### config.mk
export PLATFORM = sky130hd
export DESIGN_NAME = param_bounce_counter
export DESIGN_NICKNAME = d
export VERILOG_FILES = /design/src/rtl/counter_pkg.sv /design/src/rtl/param_bounce_counter.sv
export SDC_FILE = /design/constraint.sdc
export NUM_CORES = 1
export LEC_CHECK = 0
export CAP_MARGIN = 20
export CELL_PAD_IN_SITES_DETAIL_PLACEMENT = 2
export CELL_PAD_IN_SITES_GLOBAL_PLACEMENT = 2
export CORE_UTILIZATION = 26
export DETAILED_ROUTE_END_ITERATION = 8
export PLACE_DENSITY = 0.78
export SETUP_SLACK_MARGIN = 0.02
export SLEW_MARGIN = 25
export SYNTH_ARGS = -nofsm -noshare
export SYNTH_HDL_FRONTEND = slang
export SYNTH_SLANG_ARGS = --single-unit
### constraint.sdc
create_clock -name clk -period 1.9 [get_ports clk]
set_input_delay 0.19 -clock clk [delete_from_list [all_inputs] [get_ports clk]]
set_output_delay 0.19 -clock clk [all_outputs]
set_load 0.05 [all_outputs]
### src/rtl/counter_pkg.sv
// rtl/counter_pkg.sv - shared mode encoding and direction constants for the bounce counter
package counter_pkg;

  typedef enum logic [1:0] {
    MODE_UP     = 2'd0,
    MODE_DOWN   = 2'd1,
    MODE_BOUNCE = 2'd2,
    MODE_HOLD   = 2'd3
  } mode_e;

  localparam logic DIR_UP   = 1'b0;
  localparam logic DIR_DOWN = 1'b1;

endpackage

### src/rtl/param_bounce_counter.sv
// rtl/param_bounce_counter.sv - up/down/bounce counter with programmable inclusive limits
module param_bounce_counter
  import counter_pkg::*;
#(
  parameter int WIDTH   = 4,
  parameter int RST_VAL = 0
) (
  input  logic             clk,
  input  logic             rst_n,
  input  logic             en,
  input  logic [1:0]       mode,
  input  logic [WIDTH-1:0] lo,
  input  logic [WIDTH-1:0] hi,
  input  logic             load,
  input  logic [WIDTH-1:0] load_val,
  output logic [WIDTH-1:0] count,
  output logic             dir,
  output logic             evt,
  output logic             at_lo,
  output logic             at_hi,
  output logic             cfg_err
);

  logic [WIDTH-1:0] r_count;
  logic             r_dir;
  logic             r_evt;

  logic [WIDTH-1:0] w_count_nxt;
  logic             w_dir_nxt;
  logic             w_evt_nxt;
  logic             w_cfg_err;
  logic             w_out_of_range;
  mode_e            w_mode;

  assign w_mode         = mode_e'(mode);
  assign w_cfg_err      = (lo > hi);
  assign w_out_of_range = (r_count < lo) || (r_count > hi);

  assign count   = r_count;
  assign dir     = r_dir;
  assign evt     = r_evt;
  assign at_lo   = (r_count == lo);
  assign at_hi   = (r_count == hi);
  assign cfg_err = w_cfg_err;

  // Next-state: load beats a bad config, which beats enable; anything else holds.
  always_comb begin
    w_count_nxt = r_count;
    w_dir_nxt   = r_dir;
    w_evt_nxt   = 1'b0;
    if (load) begin
      w_count_nxt = load_val;
    end else if (w_cfg_err) begin
      // limits are inconsistent: freeze until software fixes them
    end else if (en && (w_mode != MODE_HOLD)) begin
      if (w_out_of_range) begin
        // snap back to the endpoint the active mode starts from
        if (w_mode == MODE_DOWN) begin
          w_count_nxt = hi;
          w_dir_nxt   = DIR_DOWN;
        end else begin
          w_count_nxt = lo;
          w_dir_nxt   = DIR_UP;
        end
        w_evt_nxt = 1'b1;
      end else if (lo == hi) begin
        // single-point range: nothing to step to, so no wrap/turn event
      end else begin
        case (w_mode)
          MODE_UP: begin
            w_dir_nxt = DIR_UP;
            if (r_count == hi) begin
              w_count_nxt = lo;
              w_evt_nxt   = 1'b1;
            end else begin
              w_count_nxt = r_count + 1'b1;
            end
          end
          MODE_DOWN: begin
            w_dir_nxt = DIR_DOWN;
            if (r_count == lo) begin
              w_count_nxt = hi;
              w_evt_nxt   = 1'b1;
            end else begin
              w_count_nxt = r_count - 1'b1;
            end
          end
          MODE_BOUNCE: begin
            // endpoints are visited once: turning steps straight past them
            if (r_dir == DIR_UP) begin
              if (r_count == hi) begin
                w_count_nxt = hi - 1'b1;
                w_dir_nxt   = DIR_DOWN;
                w_evt_nxt   = 1'b1;
              end else begin
                w_count_nxt = r_count + 1'b1;
              end
            end else begin
              if (r_count == lo) begin
                w_count_nxt = lo + 1'b1;
                w_dir_nxt   = DIR_UP;
                w_evt_nxt   = 1'b1;
              end else begin
                w_count_nxt = r_count - 1'b1;
              end
            end
          end
          default: begin
          end
        endcase
      end
    end
  end

  // State registers with asynchronous active-low reset.
  always_ff @(posedge clk or negedge rst_n) begin
    if (!rst_n) begin
      r_count <= WIDTH'(RST_VAL);
      r_dir   <= DIR_UP;
      r_evt   <= 1'b0;
    end else begin
      r_count <= w_count_nxt;
      r_dir   <= w_dir_nxt;
      r_evt   <= w_evt_nxt;
    end
  end

endmodule

==> impl_results.md, run 1 <==
* Vias/cell at about 5.9
* Clock Tree Buf Depth at 2
* Crit path kind: reg2reg
* Rel. slew slack at 65.60%
* WHS at between 200 and 250 ps
* CTS tree: yes
* Status: complete, but fails checks
* Post-synthesis sequential area ratio at roughly an eighth
* First-pass DRT Iterations at 4
* Ys flop type: dfrtp_1
* Starting density of the core at between 20% and 30%
* Port buffer count at 26
* Initial antenna violation count at 0
* CP max stage cell: dfrtp_4
* Register area at between 150 and 200 um^2
* Max incr delay on CP at between 500 and 600 ps
* Cts hold-fix bufs at 0
* Number of global-route vias before repair at ~1900
* RSZ-0062 raised after global routing: yes
* Row count at 24
* Core Util, Final at 56.59%
* Final Slew Violations at 0
* Failing checks: setup timing
* H-tree level count at 1
* Max-cap check violation count at 0
* Final-report setup violation count at 7
* Worst setup SP type: flop
* Final Cycle Share at 123.7%
* Cells after synthesis at ~160
* Area of the multi-input gates at approximately 1300 um^2
* Syn-to-layout area delta at 107.9%
* Final non-filler cell total at 296
* Wire per inst at around 28 um
* GRT overflow at 0
* Leakage power at 1.083 nW
* Post-DP HPWL at between 5 and 6 mm
* Largest net degree at the start of global routing at 8
* Syn_nets at around 190
* DRC viols at 0
* Share of cells above drive strength 1 at a little over half
* Most frequent cells in the layout: buf_4, clkdlybuf4s50_1, inv_1
* Crit path cell chain: ha_4, nand4_4, buf_4, buf_4, nor2_2, a21oi_1, o21ai_1, mux2i_1, a221o_1
* Endpoint class of the critical path: flop
* Overall Global Routing Usage at 28.94%
* Routed via count at about 1700
* CP Max Fanout at 5
* Chip width at about 70 um
* Routed wire length at 8.379 mm
* First-pass GRT wire length at 10.53 mm
* Worst-skew pair later-pin latency at 240 ps
* Routed Antenna Nets at 0
* Most used cell, CP: buf_4
* Die Span Y at about 70 um
* Post-synth cell types at 43
* Nets at 283
* Clk slew on worst S/H paths at approximately 50 ps
* Setup Skew at ~5.2 ps
* Met1 WL at 3.263 mm
* Synth Area per Inst at 7.652 um^2
* WP data required at between 2000 and 2500 ps
* Critical Path AT at 2460 ps
* Placer Congestion at roughly 0.94
* Peak supply drop at about 0.00055 V
* Diodes inserted at 0
* Final worst setup slack at -450.6 ps
* Placed insts at ~290
* Iteration-0 DRC Markers at 52
* Syn Std Cell Area at approximately 1200 um^2
* Post-synth ARST share at 100.0%
* Top Layer Used: met4
* Final min period at between 2000 and 2500 ps
* Placeable Area at between 4000 and 5000 um^2
* Area of the die at between 4000 and 5000 um^2
* Total Neg Setup Slack at -1830 ps
* P per Cell Area at 700.1 nW/um^2
* Fillers at 459
* Cts bufs inserted at 3
* Metal2 WL at around 4.3 mm
* Yosys reg bits at 6
* YS warnings at 0
* Clock Sinks at 6
* Io pins at 27
* Met3 wire length at 361 um
* Most common cell after layout, fill and taps aside: buf_4
* Least-Margin Pin Slew at 514.4 ps
* Fin. Hold Viols at 0
* Clock root buffer: clkbuf_8
* Post-synth EDFFs at 0
* Fmax at 425.4 MHz
* Place WS at -772.5 ps
* Hold WC Path Type: in2async
==> per-stage QoR <==
step	power, mW	instance area, um^2
6_report	1.737	2481
5_1_grt	1.800	2481
4_1_cts	1.504	2252
3_5_place_dp	1.192	2054
3_3_place_gp	1.135	2054
2_1_floorplan	0.6994	1319
==> final timing paths <==
check                      slack [ps]                    to  cells past startpoint                 start
setup / recovery                 -450  count[3]$_DFFE_PN0P_                      9  count[2]$_DFFE_PN0P_
hold / removal                    240  count[2]$_DFFE_PN0P_                      1                 rst_n
setup reg to reg                 -450  count[3]$_DFFE_PN0P_                      9  count[2]$_DFFE_PN0P_
hold reg to reg                   770       dir$_DFFE_PN0P_                      2       dir$_DFFE_PN0P_
max in group asynchronous        1350  count[2]$_DFFE_PN0P_                      1                 rst_n
min in group clk                  630  count[0]$_DFFE_PN0P_                      2           load_val[0]
==> kinds of logic after synthesis <==
family | Yosys count | synth area share [%]
simple gates | 43 | 18.76
mux | 2 | 1.677
buf+inv | 24 | 8.176
xor+xnor | 8 | 5.869
fa+ha+maj | 20 | 20.96
flops | 6 | 12.58
compound gates | 53 | 31.97
==> layout make-up <==
cell class / instances / area share (%)
multi-input cells: 126 / 53.86
repair buffers: 88 / 31.42
flip-flops and latches: 6 / 6.354
inverters: 20 / 3.933
well taps: 52 / 2.622
clock buffers: 4 / 1.815
==> metal layers <==
metal	vias up	global-route usage, %
li1	764	-
met1	864	32.71
met2	71	54.58
met3	39	5.669
met4	0	8.000
met5	-	0
==> power by group <==
group	switching, mW	total, mW	internal, mW
clock network	0.0834	0.230	0.147
registers	0.0448	0.200	0.155
logic	0.733	1.31	0.574
total	0.861	1.74	0.876
==> cell usage after synthesis, drive strengths merged (4+ instances only) <==
cell type | count | area (um^2)
nor3 | 7 | 35.03
ha | 20 | 250.2
xnor2 | 4 | 35.03
xor2 | 4 | 35.03
o21ai | 12 | 60.05
a21oi | 9 | 56.31
nor2 | 8 | 30.03
inv | 18 | 67.56
nand2 | 11 | 41.29
o211ai | 6 | 50.05
dfrtp | 6 | 150.1
==> worst max-delay path, delay by kind of cell, from the launching register on <==
family          cells  cell delay [ps]
simple gates        2              310
compound gates      3              610
mux                 1              120
flops               1              510
fa+ha+maj           1              300
buf+inv             2              360
==> sequential cells by signal, indices dropped and copies added, names as in the netlist <==
signal / flops
count: 4
dir: 1
evt: 1
==> what timing repair did <==
action,CTS,global route
setup endpoints to repair,9,9
setup buffers,7,3
pin swaps,8,14
gates resized for setup,38,48
(Power assumes the default switching activity.)
==> inputs of run 2 (changes only) <==
--- a/config.mk
+++ b/config.mk
@@ -10,6 +10,7 @@
 export CELL_PAD_IN_SITES_GLOBAL_PLACEMENT = 2
 export CORE_UTILIZATION = 26
 export DETAILED_ROUTE_END_ITERATION = 8
+export HOLD_SLACK_MARGIN = 0.03
 export PLACE_DENSITY = 0.78
 export SETUP_SLACK_MARGIN = 0.02
 export SLEW_MARGIN = 25
==> results of run 2 <==
The final DEF is identical to that of run 1; final timing and power are the same.
